===== src/rtl/psram_cmd_sched.sv =====
// PSRAM command sequencer: power-up init (wait, RSTEN, RST, optional QPI entry) then
// round-robin arbitration of two requesters onto the serial command engine. Option macro: PSRAM_QPI_MODE_EN.
module psram_cmd_sched #(
    parameter int unsigned INIT_CYCLES = 12800,
    parameter int unsigned GAP_CYCLES  = 2,
    parameter logic [7:0]  CMD_RSTEN   = 8'h66,
    parameter logic [7:0]  CMD_RST     = 8'h99,
    parameter logic [7:0]  CMD_QPI     = 8'h35
) (
    input  logic        mem_clk,
    input  logic        mem_rst_n,
    input  logic        startbu,
    output logic        init_done,
    input  logic        req0_valid,
    input  logic        req0_we,
    input  logic [22:0] req0_addr,
    output logic        req0_ready,
    output logic        req0_done,
    input  logic        req1_valid,
    input  logic        req1_we,
    input  logic [22:0] req1_addr,
    output logic        req1_ready,
    output logic        req1_done,
    output logic        grant,
    output logic        eng_valid,
    output logic [7:0]  eng_cmd,
    output logic [22:0] eng_addr,
    output logic        eng_has_addr,
    input  logic        eng_ready,
    input  logic        eng_done,
    output logic [3:0]  step
);

    typedef enum logic [3:0] {
        S_WAIT  = 4'd0,
        S_DELAY = 4'd1,
        S_RSTEN = 4'd2,
        S_RST   = 4'd3,
        S_QPI   = 4'd4,
        S_IDLE  = 4'd5,
        S_ISSUE = 4'd6,
        S_BUSY  = 4'd7,
        S_GAP   = 4'd8
    } state_t;

`ifdef PSRAM_QPI_MODE_EN
    localparam logic [7:0] CMD_READ  = 8'hEB;
    localparam logic [7:0] CMD_WRITE = 8'h38;
    localparam state_t     AFTER_RST = S_QPI;
`else
    localparam logic [7:0] CMD_READ  = 8'h03;
    localparam logic [7:0] CMD_WRITE = 8'h02;
    localparam state_t     AFTER_RST = S_IDLE;
`endif

    localparam logic [15:0] TIMER_LAST = 16'(INIT_CYCLES - 1);
    localparam logic [3:0]  GAP_LAST   = 4'(GAP_CYCLES - 1);

    function automatic logic [7:0] init_opcode(input state_t s);
        case (s)
            S_RSTEN: init_opcode = CMD_RSTEN;
            S_RST:   init_opcode = CMD_RST;
            S_QPI:   init_opcode = CMD_QPI;
            default: init_opcode = 8'h00;
        endcase
    endfunction

    state_t      state;
    state_t      after_q;
    logic [15:0] timer;
    logic [3:0]  gap_cnt;
    logic        start_latch;
    logic        user_xfer;

    // Round-robin: on a tie the requester that did not own the last transfer wins.
    logic win0, win1, leave;
    assign win0  = req0_valid & (~req1_valid | grant);
    assign win1  = req1_valid & (~req0_valid | ~grant);
    assign leave = (state == S_BUSY && eng_done && GAP_CYCLES == 0) ||
                   (state == S_GAP && gap_cnt == GAP_LAST);
    assign step  = state;

    always_ff @(posedge mem_clk or negedge mem_rst_n) begin
        if (!mem_rst_n) begin
            state        <= S_WAIT;
            after_q      <= S_IDLE;
            timer        <= '0;
            gap_cnt      <= '0;
            start_latch  <= 1'b0;
            user_xfer    <= 1'b0;
            grant        <= 1'b1;
            init_done    <= 1'b0;
            req0_ready   <= 1'b0;
            req0_done    <= 1'b0;
            req1_ready   <= 1'b0;
            req1_done    <= 1'b0;
            eng_valid    <= 1'b0;
            eng_cmd      <= '0;
            eng_addr     <= '0;
            eng_has_addr <= 1'b0;
        end else begin
            req0_ready <= 1'b0;
            req0_done  <= 1'b0;
            req1_ready <= 1'b0;
            req1_done  <= 1'b0;
            case (state)
                S_WAIT: begin
                    start_latch <= start_latch | startbu;
                    if (startbu || start_latch) begin
                        state <= S_DELAY;
                        timer <= '0;
                    end
                end
                S_DELAY: begin
                    if (timer == TIMER_LAST) begin
                        timer        <= '0;
                        state        <= S_RSTEN;
                        eng_valid    <= 1'b1;
                        eng_cmd      <= CMD_RSTEN;
                        eng_has_addr <= 1'b0;
                    end else begin
                        timer <= timer + 16'd1;
                    end
                end
                S_RSTEN, S_RST, S_QPI: begin
                    if (eng_valid && eng_ready) begin
                        eng_valid <= 1'b0;
                        user_xfer <= 1'b0;
                        state     <= S_BUSY;
                        case (state)
                            S_RSTEN: after_q <= S_RST;
                            S_RST:   after_q <= AFTER_RST;
                            default: after_q <= S_IDLE;
                        endcase
                    end
                end
                S_IDLE: begin
                    if (win0 || win1) begin
                        grant        <= win1;
                        eng_cmd      <= (win1 ? req1_we : req0_we) ? CMD_WRITE : CMD_READ;
                        eng_addr     <= win1 ? req1_addr : req0_addr;
                        eng_has_addr <= 1'b1;
                        eng_valid    <= 1'b1;
                        req0_ready   <= win0;
                        req1_ready   <= win1;
                        state        <= S_ISSUE;
                    end
                end
                S_ISSUE: begin
                    if (eng_valid && eng_ready) begin
                        eng_valid <= 1'b0;
                        user_xfer <= 1'b1;
                        after_q   <= S_IDLE;
                        state     <= S_BUSY;
                    end
                end
                S_BUSY: begin
                    if (eng_done) begin
                        req0_done <= user_xfer & ~grant;
                        req1_done <= user_xfer & grant;
                        user_xfer <= 1'b0;
                        gap_cnt   <= '0;
                        if (GAP_CYCLES != 0)
                            state <= S_GAP;
                    end
                end
                S_GAP: begin
                    gap_cnt <= gap_cnt + 4'd1;
                end
                default: state <= S_WAIT;
            endcase

            // End of CE-high gap: enter the follow-on state with its command already presented.
            if (leave) begin
                state <= after_q;
                if (after_q == S_IDLE) begin
                    init_done <= 1'b1;
                end else begin
                    eng_valid    <= 1'b1;
                    eng_cmd      <= init_opcode(after_q);
                    eng_has_addr <= 1'b0;
                end
            end
        end
    end

endmodule

===== config.mk =====
export PLATFORM = sky130hd
export DESIGN_NAME = psram_cmd_sched
export DESIGN_NICKNAME = d
export VERILOG_FILES = /design/src/rtl/psram_cmd_sched.sv
export SDC_FILE = /design/constraint.sdc
export NUM_CORES = 1
export LEC_CHECK = 0
export ABC_AREA = 1
export BUFFER_PORTS_ARGS = -buffer_cell sky130_fd_sc_hd__buf_4
export CAP_MARGIN = 40
export CORE_ASPECT_RATIO = 0.7
export CORE_UTILIZATION = 40
export DETAILED_ROUTE_END_ITERATION = 8
export SYNTH_ARGS = -nofsm -noshare
export SYNTH_HDL_FRONTEND = slang
export SYNTH_SLANG_ARGS = --single-unit

===== constraint.sdc =====
create_clock -name mem_clk -period 2.4 [get_ports mem_clk]
set_clock_uncertainty 0.15 [all_clocks]
set_input_delay 0.12 -clock mem_clk [delete_from_list [all_inputs] [get_ports mem_clk]]
set_output_delay 0.12 -clock mem_clk [all_outputs]
set_load 0.005 [all_outputs]

==> flow_summary_export.csv <==
group,metric,value,unit
run_status,status,"finished clean",
placement,gp_congestion,0.8344,
clock_tree,clock_latency,0.33,ns
routing,vias_per_cell,5.019,
floorplanning,io_pins,98,
logic_synthesis,synth_top_area_cell,"dfrtp_1",
logic_synthesis,syn_area_per_cell,8.434,µm²
routing,routed_wl,9952,µm
worst_setup_path,cp_max_fo,53,
floorplanning,dieArea,9242,µm²
finish,nets,617,
worst_setup_path,arrival,2.10,ns
floorplanning,dieHeight,80.73,µm
clock_tree,cts_root_buf,"clkbuf_16",
logic_synthesis,yosys_warnings,0,
worst_setup_path,rr_worst_depth,6,
sta,period_share,0.8314,
sta,slew_headroom,0.6092,
logic_synthesis,synthTopCellsByCount,"nand2_1, dfrtp_1, nor2_1",
finish,n_antenna_cell,0,
clock_tree,cts_setup_buffers,0,
worst_setup_path,path_class,"register to register",
pwr,ir_drop,475.5,µV
finish,syn2layout_area_growth,43.73,%
logic_synthesis,yosysSeqAreaShare,0.4740,
sta,hold_ws,0.004920,ns
worst_setup_path,crit_required,2.50,ns
job,drv_cap,0,
sta,period_minus_slack,1.995,ns
clock_tree,cts_sinks,67,
routing,dr.pass1.iters,5,
global_routing,grt-ovfl-total,0,
worst_setup_path,crit_buf_inv,0,
sta,tightest_slew,0.5861,ns
worst_setup_path,cp_slowest_stage_delay,0.56,ns
worst_setup_path,startpoint_type,"register",
floorplanning,dieWidth,114.5,µm
clock_tree,path_clk_slew,0.05,ns
worst_hold_path,min_path_cells,3,
logic_synthesis,ys_ff_latch,67,
logic_synthesis,yosysMostFrequentCell,"nand2_1",
clock_tree,cts_buffers,9,
clock_tree,clockBufferDepth,2,
global_routing,grt_pass1_vias,3349,
routing,wl_per_cell,14.55,µm
sta,report.final.slew_viol_count,0,
clock_tree,postCtsHoldBufs,43,
sta,finalSetupViolations,0,
pwr,leakage,2.476,nW
logic_synthesis,netlist_area,3542,µm²
clock_tree,h-tree-depth,3,
worst_setup_path,cp_common_cell,"nor2_1",
placement,dp.cells,625,
floorplanning,rows,28,
routing,drc,0,
finish,instances_no_fill,684,
logic_synthesis,ys_types,39,
global_routing,track_usage,0.2336,
logic_synthesis,synth_flop_cell,"dfrtp_1",
worst_setup_path,end_kind,"register",
routing,vias,3433,
logic_synthesis,synth_cells,420,
global_routing,grt_pass1_wl,16570,µm
logic_synthesis,synth.net_count,478,
logic_synthesis,synth-edff-count,0,
placement,hpwlAfterDp,6803,µm
finish,drive_gt1_frac,0.2642,
placement,post-place-ws,0.4785,ns
placement,port_buffers,97,
floorplanning,core,8513,µm²
routing,drtIter0Drc,224,
routing,ant_nets,0,
clock_tree,cts_tree,"built",
sta,hold_violations,0,
worst_hold_path,hold_path_class,"input pin to register",
logic_synthesis,synth.area.top_cells,"dfrtp_1, nand2_1, nor2_1, a21oi_1, o31ai_1",
floorplanning,start_util,0.4161,
worst_setup_path,worstPathCellList,"nand3_4, nor2_4, nand2_4, nor2_1, nor2_1, a21oi_1",
clock_tree,post_cts_resized,0,
worst_setup_path,path_depth,6,
pwr,power.density,990.8,nW/µm²
sta,worst_slack,0.4046,ns
finish,final.fill_count,759,
global_routing,antenna_found_initial,0,
worst_setup_path,crit_family,"simple AND/OR/NAND/NOR gates",
logic_synthesis,synthArstFlopShare,1.000,
sta,timing.fmax,0.5012,GHz
logic_synthesis,synth_top_area_frac,0.4592,
global_routing,grt_max_degree,66,
worst_setup_path,slowest_stage,"dfrtp_1",
sta,rsz0062_at_grt,"no",
sta,tns,0,ns
layout by cell type, fill, tap and decap left out, drive strengths merged:
| cell type | n |
|---|---|
| nor3 | 7 |
| xnor2 | 2 |
| inv | 37 |
| o211a | 1 |
| bufinv | 1 |
| clkinvlp | 1 |
| a31o | 1 |
| nor2 | 57 |
| a21o | 1 |
| dfrtp | 65 |
| a22o | 1 |
| clkinv | 4 |
| o22ai | 5 |
| dlygate4sd3 | 43 |
| a31oi | 1 |
| nor3b | 1 |
| nand2 | 97 |
| o21bai | 4 |
| a21oi | 32 |
| xor2 | 5 |
| nand3 | 27 |
| buf | 100 |
| o31ai | 24 |
| o21ai | 19 |
| a21boi | 1 |
| dfstp | 2 |
| clkbuf | 11 |
| nand4 | 10 |
| o211ai | 1 |
| ha | 3 |
state kept, by name, indices dropped and copies added (netlist names):
register / cells
step: 4
init_done: 1
after_q: 2
req1_done: 1
req0_ready: 1
timer: 16
user_xfer: 1
req0_done: 1
eng_cmd: 8
gap_cnt: 4
eng_valid: 1
grant: 1
start_latch: 1
req1_ready: 1
eng_addr: 23
eng_has_addr: 1
layout make-up:
| type | count | area, µm² | share of cell area |
|---|---|---|---|
| clock inverters | 5 | 52.55 | 0.01032 |
| well taps | 120 | 150.1 | 0.02949 |
| repair buffers | 143 | 1201 | 0.2359 |
| multi-input cells | 300 | 1622 | 0.3185 |
| flip-flops and latches | 67 | 1679 | 0.3298 |
| clock buffers | 11 | 242.7 | 0.04768 |
| inverters | 38 | 143.9 | 0.02826 |
through the flow:
step,power (W),cell area (µm²),utilization
2_1_floorplan,0.002924,3542,-
4_1_cts,0.005077,5091,0.5980
3_3_place_gp,0.003676,4338,0.5096
5_1_grt,0.005411,5091,0.5980
6_report,0.005044,5091,0.5980
3_5_place_dp,0.003697,4365,0.5128
worst register-to-register path, delay by kind of cell, from the launching register on:
kind	cells	cell delay (ns)
flip-flops	1	0.56
AND/OR/NAND/NOR	5	1.05
AO/OA/AOI/OAI	1	0.16
report_power, final:
part / leakage (nW) / internal, W / switching (W)
Combinational: 1.46 / 0.000884 / 0.00108
Sequential: 0.867 / 0.00148 / 0.000301
Clock: 0.145 / 0.000826 / 0.000471
Total: 2.48 / 0.00319 / 0.00185
cells by family after synthesis:
logic type | after synthesis | share of synthesized area
flops | 67 | 0.4740
xor+xnor | 7 | 0.01731
simple gates | 199 | 0.2596
fa+ha+maj | 3 | 0.01060
buf+inv | 53 | 0.06817
compound gates | 91 | 0.1703
final timing paths:
kind / start / slack (ns) / end
setup / recovery: step[0] / 0.40 / eng_cmd[0]
hold / removal: req0_addr[1] / 0.005 / eng_addr[1]
setup reg to reg: step[0] / 0.40 / eng_cmd[0]
hold reg to reg: start_latch / 0.31 / start_latch
max in group asynchronous: mem_rst_n / 1.41 / eng_addr[18]
min in group asynchronous: mem_rst_n / 0.20 / eng_addr[15]
routing by layer:
layer | GRT usage | wire (µm)
met1 | 0.3278 | 4720
met4 | 0.07403 | 201
met5 | 0 | 0
met3 | 0.05672 | 461
met2 | 0.3570 | 4568
(Power assumes the default switching activity.)
